--- src/rtl/przesuniecie_prawo_seq.sv ---
// ============================================================================
// Module      : przesuniecie_prawo_seq
// Description : Iterative sign-magnitude right shifter, one bit per clock,
//               with start/busy/valid handshake and error/overflow/inexact.
// Revision    : 1.0 - initial release
// ============================================================================
`default_nettype none

module przesuniecie_prawo_seq #(
   parameter  int BITS  = 32,
   localparam int CNT_W = $clog2(BITS) + 1
) (
   input  logic            i_clk,
   input  logic            i_rst_n,
   input  logic            i_start,
   input  logic [BITS-1:0] i_arg_A,
   input  logic [BITS-1:0] i_arg_B,
   output logic            o_busy,
   output logic            o_valid,
   output logic [BITS-1:0] o_result,
   output logic            o_error,
   output logic            o_overflow,
   output logic            o_inexact
);

   typedef enum logic [1:0] {
      S_IDLE  = 2'd0,
      S_SHIFT = 2'd1,
      S_DONE  = 2'd2
   } state_t;

   localparam logic [BITS-1:0]  c_BITS_VAL = BITS'(BITS);
   localparam logic [CNT_W-1:0] c_CNT_MAX  = CNT_W'(BITS - 1);
   localparam logic [CNT_W-1:0] c_CNT_ONE  = CNT_W'(1);

   state_t           r_state;
   logic [CNT_W-1:0] r_cnt;
   logic             r_sign;
   logic [BITS-2:0]  r_mag;
   logic             r_sticky;

   logic             w_neg_b;
   logic             w_ovf_b;
   logic             w_zero_b;
   logic [CNT_W-1:0] w_cnt_init;
   logic [BITS-2:0]  w_mag_next;
   logic             w_sticky_next;

   assign w_neg_b       = i_arg_B[BITS-1];
   assign w_ovf_b       = !w_neg_b && (i_arg_B > c_BITS_VAL);
   assign w_zero_b      = (i_arg_B == '0);
   // A shift by BITS clears the magnitude exactly like a shift by BITS-1.
   assign w_cnt_init    = (i_arg_B == c_BITS_VAL) ? c_CNT_MAX : i_arg_B[CNT_W-1:0];
   assign w_mag_next    = r_mag >> 1;
   assign w_sticky_next = r_sticky | r_mag[0];

   always_ff @(posedge i_clk or negedge i_rst_n) begin
      if (!i_rst_n) begin
         r_state    <= S_IDLE;
         r_cnt      <= '0;
         r_sign     <= 1'b0;
         r_mag      <= '0;
         r_sticky   <= 1'b0;
         o_busy     <= 1'b0;
         o_valid    <= 1'b0;
         o_result   <= '0;
         o_error    <= 1'b0;
         o_overflow <= 1'b0;
         o_inexact  <= 1'b0;
      end else begin
         // Handshake outputs trail the state by one cycle.
         o_busy  <= (r_state != S_IDLE);
         o_valid <= (r_state == S_DONE);
         case (r_state)
            S_IDLE: begin
               if (i_start) begin
                  r_sign     <= i_arg_A[BITS-1];
                  r_mag      <= i_arg_A[BITS-2:0];
                  r_sticky   <= 1'b0;
                  r_cnt      <= '0;
                  o_error    <= 1'b0;
                  o_overflow <= 1'b0;
                  o_inexact  <= 1'b0;
                  if (w_neg_b) begin
                     o_error  <= 1'b1;
                     o_result <= i_arg_A;
                     r_state  <= S_DONE;
                  end else if (w_ovf_b) begin
                     o_overflow <= 1'b1;
                     o_inexact  <= |i_arg_A[BITS-2:0];
                     o_result   <= {i_arg_A[BITS-1], {(BITS-1){1'b0}}};
                     r_mag      <= '0;
                     r_sticky   <= |i_arg_A[BITS-2:0];
                     r_state    <= S_DONE;
                  end else if (w_zero_b) begin
                     o_result <= i_arg_A;
                     r_state  <= S_DONE;
                  end else begin
                     r_cnt   <= w_cnt_init;
                     r_state <= S_SHIFT;
                  end
               end
            end
            S_SHIFT: begin
               r_mag    <= w_mag_next;
               r_sticky <= w_sticky_next;
               r_cnt    <= r_cnt - c_CNT_ONE;
               if (r_cnt == c_CNT_ONE) begin
                  o_result  <= {r_sign, w_mag_next};
                  o_inexact <= w_sticky_next;
                  r_state   <= S_DONE;
               end
            end
            S_DONE: begin
               r_state <= S_IDLE;
            end
            default: begin
               r_state <= S_IDLE;
            end
         endcase
      end
   end

endmodule

`default_nettype wire
--- config.mk ---
export PLATFORM = sky130hd
export DESIGN_NAME = przesuniecie_prawo_seq
export DESIGN_NICKNAME = d
export VERILOG_FILES = /design/src/rtl/przesuniecie_prawo_seq.sv
export SDC_FILE = /design/constraint.sdc
export NUM_CORES = 1
export LEC_CHECK = 0
export BUFFER_PORTS_ARGS = -buffer_cell sky130_fd_sc_hd__buf_2
export CORE_MARGIN = 8
export CORE_UTILIZATION = 53
export DETAILED_ROUTE_END_ITERATION = 6
export PLACE_DENSITY = 0.76
export SLEW_MARGIN = 40
export SYNTH_ARGS = -nofsm -noshare
export SYNTH_HDL_FRONTEND = slang
export SYNTH_SLANG_ARGS = --single-unit
--- constraint.sdc ---
create_clock -name i_clk -period 3 [get_ports i_clk]
set_clock_uncertainty 0.05 [all_clocks]
set_input_delay 0.15 -clock i_clk [delete_from_list [all_inputs] [get_ports i_clk]]
set_output_delay 0.15 -clock i_clk [all_outputs]
set_load 0.005 [all_outputs]
==> results.ini, run 1 <==
[run_status]
outcome = finished, final reports clean

[finish]
final_cells = 549
final_util_pct = 66.1
nFillCells = 617
seq_area_mm2 = 0.00195
area_delta_synth_final_pct = 22.3
diodes = 0
multi_input_area_mm2 = 0.00179
fin_nets = 515
post_route_cells_drive_above_1_share_pct = 35.6

[synthesis]
ys_seq_area_share_pct = 50.6
synth_top_area_share_pct = 50.6
synth-edff-count = 0
syn_area_mm2 = 0.00385
ys_dominant_reg_cell = dfrtp_1
synth_top_family_by_area = multiplexers
synth-compound-area-share_pct = 11.2
synthAdderAreaFrac_pct = 0.649
synth.area.mux_share_pct = 19.8
synthSimpleGateAreaFrac_pct = 13.8
ys_warn_count = 0
synth.distinct_cells = 37
synthCells = 349
syn_avg_cell_area_um2 = 11.0
ys_ff_latch = 78
synth_top_area_cell = dfrtp_1
synth-xor-area-share_pct = 0.227
synthesis.nets = 418
synthTopCellsByArea = dfrtp_1, mux2_4, mux2i_1
async_flop_share_pct = 100

[power]
comb_power_share_pct = 16.3
p_sw_w = 0.000630
p_leak_nw = 2.22
pwr-share-clk_pct = 33.9
power_density_mw_per_mm2 = 522
p_seq_share_pct = 49.8
irDropWorstVdd_mv = 0.289
p_int_w = 0.00183
netSwitchingFraction_pct = 25.6

[detailed_routing]
finalWirelength_um = 9150
drtPass1Iterations = 4
drc = 0
vias = 2976
via_per_inst = 5.42
drt_iter0_markers = 152
avgRoutedWirePerCell_um = 16.7
route.antenna.remaining_nets = 0

[timing]
setup_viol = 0
finalSetupTns_ns = 0
rsz0062_at_grt = no
finalHoldViolCount = 0
slew_violations = 0
post-route-period-util_pct = 74.1
fmax_ghz = 0.450
slew_headroom_pct = 52.5
fin_crit_ns = 2.22
worst_pin_slew_ns = 0.713

[clock_network]
cts_tree = yes
clkLatencyLatePin_ns = 0.34
root_buffer = clkbuf_8
cts_resized = 0
clkSinkCount = 78
post_cts_buffers = 0
clockBufferDepth = 2
path_clk_slew_ns = 0.07
cts_made_buffers = 9
cts.htree.levels = 3

[floorplan]
boundaryPins = 104
core_area_mm2 = 0.00714
dieArea_mm2 = 0.0103
start_util_pct = 54.0
die_w_um = 101
die_h_um = 101
rows = 31

[worst_setup_path]
crit_type = register to register
cp.required_ns = 3.17
worstPathArrival_ns = 2.40
rrSetupSlack_ns = 0.78
worstSetupStartpointType = register
crit_fanout = 33
critPathCaptureType = register

[placed_design]
routabilityCongestion = 0.767
hpwl_um = 6600
placedCellCount = 532
io_buffers = 103

[hold_path]
hold_path.class = input port to register

[global_routing]
grtUsageTotal_pct = 19.0
grt_pass1_wl_um = 15400
grt_max_degree = 79
grt_pass1_vias = 3130
grt_overflow = 0
antenna_found_initial = 0

[flow_run]
cap_violations = 0

[per-stage QoR]
stage          hold slack [ns]  total power [W]  cell area [um2]  setup WS [ns]
2_1_floorplan           -0.196          0.00146             3850          0.726
3_3_place_gp             0.309          0.00163             4490          0.532
3_5_place_dp             0.181          0.00165             4490          0.488
4_1_cts                 0.0106          0.00249             4710          0.772
5_1_grt                 0.0249          0.00258             4710          0.595
6_report                0.0296          0.00246             4710          0.776
[Yosys cell counts (2+ instances only)]
cell type,count
o21bai_1,2
buf_1,2
nor2_1,36
mux2i_1,31
nand2b_1,2
nor3_1,3
o31ai_1,31
dfrtp_1,78
nand4_1,3
ha_1,2
o21ai_0,11
nand3_1,5
a2111oi_2,2
nor4_1,13
mux2_2,3
nor2b_1,3
mux2_4,28
o211ai_1,4
o21a_1,2
clkbuf_1,17
nand2_1,46
inv_1,7
buf_6,4
[timing repair]
item,in CTS,in global routing
setup endpoints to repair,0,0
hold buffers,2,0
hold endpoints to repair,79,0
[path summary, 6_finish.rpt]
path / startpoint / endpoint / cells past startpoint
worst max-delay path: r_cnt[2] / o_result[24] / 6
worst min-delay path: i_arg_A[30] / r_mag[30] / 3
worst max register to register: r_cnt[2] / o_result[24] / 6
worst min register to register: r_mag[28] / r_mag[28] / 2
max in group asynchronous: i_rst_n / o_result[24] / 2
min in group asynchronous: i_rst_n / r_cnt[0] / 2
[power groups by stage]
| stage | combinational [W] | sequential (W) | clock, W |
|---|---|---|---|
| floorplan | 0.000217 | 0.00124 | 0 |
| global placement | 0.000392 | 0.00124 | 0 |
| detailed placement | 0.000407 | 0.00124 | 0 |
| CTS | 0.000409 | 0.00123 | 0.000852 |
| global route | 0.000446 | 0.00124 | 0.000895 |
| finish | 0.000401 | 0.00123 | 0.000836 |
[layout make-up]
cell class | instances | share of cell area, %
well taps | 99 | 2.63
multi-input cells | 241 | 37.9
flip-flops and latches | 78 | 41.4
clock inverters | 5 | 1.59
clock buffers | 10 | 2.71
inverters | 7 | 0.557
repair buffers | 109 | 13.2
[layer usage]
metal | track usage, % | up-vias | routed length (um)
met5 | 0 | - | 0
met4 | 8.36 | 0 | 153
met3 | 3.92 | 12 | 478
met2 | 30.4 | 67 | 4450
met1 | 24.4 | 1448 | 4070
li1 | - | 1449 | -
[worst max-delay path, cell delays in order, from the launching register on]
cell and delay (ns):
dfrtp_1 0.42, nor3_1 0.33, nand4b_1 0.14, a21oi_1 0.30, nor2b_4 0.23, buf_12 0.26, mux2_2 0.37
[sequential cells by signal (all words and copies together) (netlist names)]
register / count
r_mag: 31
r_state: 2
o_busy: 1
o_error: 1
o_inexact: 1
r_sign: 1
r_sticky: 1
o_overflow: 1
o_result: 32
o_valid: 1
r_cnt: 6
[cells in the final DEF, fill, tap and decap left out, drive strengths merged, types with 2 or more instances in the layout]
cell type and count:
a2111oi 2, buf 107, bufinv 2, clkbuf 10
clkinv 3, dfrtp 78, dlygate4sd3 2, ha 2
inv 7, mux2 31, mux2i 31, nand2 46
nand2b 2, nand3 5, nand4 3, nor2 36
nor2b 3, nor3 3, nor4 13, o211ai 4
o21a 2, o21ai 11, o21bai 2, o31ai 31
or4 2
[kinds of logic (layout without fill, tap and decap cells)]
family / Yosys count / after routing
AND/OR/NAND/NOR: 117 / 117
flip-flops: 78 / 78
multiplexers: 62 / 62
AO/OA/AOI/OAI: 59 / 59
buffers and inverters: 30 / 131
adder cells (fa/ha/maj): 2 / 2
XOR/XNOR: 1 / 1
No activity file was read; power rests on OpenSTA's default activity.
==> run 2, diff against run 1 <==
CORE_UTILIZATION = 47   (was 53)
PLACE_DENSITY = 0.72   (was 0.76)
clock period = 1.9 ns   (was 3 ns; I/O delays follow)
==> run 2 against run 1 <==
The flow now finishes with violations (hold timing, setup timing); highest routed layer unchanged; sequential share of layout area decreased by 3.3 points; utilization decreased by 2.7 points; cell area increased by 8.7%; largest power group unchanged; register-to-register slack got worse by 0.85 ns; flip-flop and latch count unchanged.
==> results.ini, run 2 (synthesis results as in run 1) <==
[global_routing]
grtUsageTotal_pct = 18.0  ; was 19.0%
grt_max_degree = 61  ; was 79
grt_pass1_wl_um = 16500  ; was 15,400 um
antenna_found_initial = 0  ; unchanged
grt_overflow = 0  ; unchanged
grt_pass1_vias = 3413  ; was 3,130

[worst_setup_path]
crit_fanout = 6  ; was 33
critPathCaptureType = register  ; unchanged
crit_chain = buf_6 -> or4_4 -> or3b_4 -> a2111oi_4 -> nor2b_4 -> buf_12 -> buf_12 -> mux2_4  ; was nor3_1 -> nand4b_1 -> a21oi_1 -> nor2b_4 -> buf_12 -> mux2_2
rr_startpoint = r_cnt[4]  ; was r_cnt[2]
worstSetupStartpoint = i_arg_B[3]  ; was r_cnt[2]
path_common_cell = buf_12
slowest_stage = or4_4  ; was dfrtp_1
critical_path.top_delay_family = simple AND/OR/NAND/NOR gates  ; unchanged
worstPathArrival_ns = 2.19  ; was 2.40 ns
crit_type = input port to register  ; was register to register
worstSetupStartpointType = input port  ; was register
path_buf_inv = 3  ; was 1
max_stage_delay_ns = 0.52  ; was 0.42 ns
cp.required_ns = 2.08  ; was 3.17 ns

[detailed_routing]
via_per_inst = 5.37  ; was 5.42
vias = 3185  ; was 2,976
route.antenna.remaining_nets = 0  ; unchanged
finalWirelength_um = 10100  ; was 9150 um
drc = 0  ; unchanged
avgRoutedWirePerCell_um = 17.1  ; was 16.7 um
drtPass1Iterations = 5  ; was 4
drt_iter0_markers = 163  ; was 152

[clock_network]
cts.htree.levels = 3  ; unchanged
clkSinkCount = 78  ; unchanged
clkLatencyLatePin_ns = 0.35  ; was 0.34 ns
cts_made_buffers = 9  ; unchanged
path_clk_slew_ns = 0.08  ; was 0.07 ns
root_buffer = clkbuf_8  ; unchanged
clockBufferDepth = 2  ; unchanged
cts_tree = yes  ; unchanged

[finish]
largest_reg_flops = 32  ; unchanged
fin_nets = 552  ; was 515
final_util_pct = 63.3  ; was 66.1%
post_route_cells_drive_above_1_share_pct = 40.6  ; was 35.6%
area_delta_synth_final_pct = 32.9  ; was 22.3%
final_common_cell = buf_2  ; unchanged
reg.largest.list = o_result x32, r_mag x31, r_cnt x6  ; unchanged
most-common-layout-cells = buf_2, dfrtp_1, nand2_1  ; unchanged
largest_register = o_result  ; unchanged
diodes = 0  ; unchanged

[timing]
fmax_ghz = 0.499
slew_headroom_pct = 67.8  ; was 52.5%
setup_viol = 25  ; was 0
rsz0062_at_grt = yes  ; was no
post-route-period-util_pct = 105
fin_ws_ns = -0.103  ; was 0.776 ns
slew_violations = 0  ; unchanged
finalHoldViolCount = 1  ; was 0
hold_ws_ns = -0.00205  ; was 0.0296 ns
fin_crit_ns = 2.00
worst_pin_slew_ns = 0.483  ; was 0.713 ns

[flow_run]
cap_violations = 0  ; unchanged

[run_status]
outcome = finished with violations  ; was finished, final reports clean
violations = hold timing, setup timing

[power]
p_seq_share_pct = 49.7  ; was 49.8%
p_int_w = 0.00283  ; was 0.00183 W
total_power_w = 0.00391  ; was 0.00246 W
netSwitchingFraction_pct = 27.6  ; was 25.6%
p_leak_nw = 2.44  ; was 2.22 nW
power_density_mw_per_mm2 = 763  ; was 522 mW/mm2
irDropWorstVdd_mv = 0.432  ; was 0.289 mV
comb_power_share_pct = 18.1  ; was 16.3%
p_sw_w = 0.00108  ; was 0.000630 W
pwr-share-clk_pct = 32.1  ; was 33.9%

[floorplan]
dieArea_mm2 = 0.0114  ; was 0.0103 mm2
boundaryPins = 104  ; unchanged
start_util_pct = 47.6  ; was 54.0%
die_h_um = 107  ; was 101 um
die_w_um = 107  ; was 101 um
rows = 33  ; was 31
core_area_mm2 = 0.00809  ; was 0.00714 mm2

[hold_path]
hold_path.class = input port to register  ; unchanged
hold_start = i_arg_B[0]  ; was i_arg_A[30]

[placed_design]
io_buffers = 103  ; unchanged
place_ws_ns = -0.382  ; was 0.488 ns
hpwl_um = 7260  ; was 6600 um
routabilityCongestion = 0.775  ; was 0.767

## run 2: power by group through the flow
stage	Clock, W	Sequential, W	Combinational (W)
2_1_floorplan	0	0.00196	0.000348
3_3_place_gp	0	0.00196	0.000639
3_5_place_dp	0	0.00197	0.000660
4_1_cts	0.00127	0.00194	0.000701
5_1_grt	0.00133	0.00196	0.000782
6_report	0.00126	0.00194	0.000710
## run 2: per-layer routing
metal  GRT usage, %  wire length, um  vias up
met5              0                0        -
met4           5.43              106        0
met3           3.87              361       11
met2           31.3             5250       75
met1           21.8             4410     1577
li1               -                -     1522
## run 2: tightest hold or removal path, cell delays in order
cell and delay (ns):
buf_2 0.09, o21ai_1 0.08, o211ai_1 0.09
## run 2: timing repair
| action | CTS | global route |
|---|---|---|
| setup endpoints to repair | 31 | 33 |
| resized for setup | 6 | 5 |
| gates cloned | 2 | 1 |
| endpoints found under the hold margin | 40 | 0 |
| pin swaps | 1 | 3 |
| hold buffers | 6 | 0 |
| buffers inserted | 3 | 4 |
## run 2: per-stage QoR
| step | std cells | hold slack (ns) | setup TNS (ns) | area, um2 |
|---|---|---|---|---|
| 3_3_place_gp | 562 | 0.0443 | -15.52 | 4700 |
| 6_report | 593 | -0.00205 | -2.10 | 5120 |
| 5_1_grt | 593 | 0.0140 | -3.18 | 5120 |
| 3_5_place_dp | 562 | 0.0469 | -17.23 | 4700 |
| 4_1_cts | 588 | 0.00317 | -1.34 | 5060 |
| 2_1_floorplan | 349 | -0.251 | -6.94 | 3880 |
## run 2: final cells by class
class                   count  area (um2)
fillers                   675        2970
flip-flops and latches     78        1950
clock buffers               9         124
clock inverters             7        71.3
inverters                   7        26.3
well taps                 105         131
multi-input cells         241        1820
repair buffers            146         998
## run 2: path summary, 6_finish.rpt
check / to / slack [ns] / cells after the start
min reg2reg: r_mag[25] / 0.43 / 2
max in group asynchronous: r_state[0] / 1.00 / 3
max: o_result[18] / -0.10 / 8
min in group asynchronous: o_result[6] / 0.19 / 2
max reg2reg: o_result[18] / -0.07 / 8
min: r_cnt[0] / -0.002 / 3
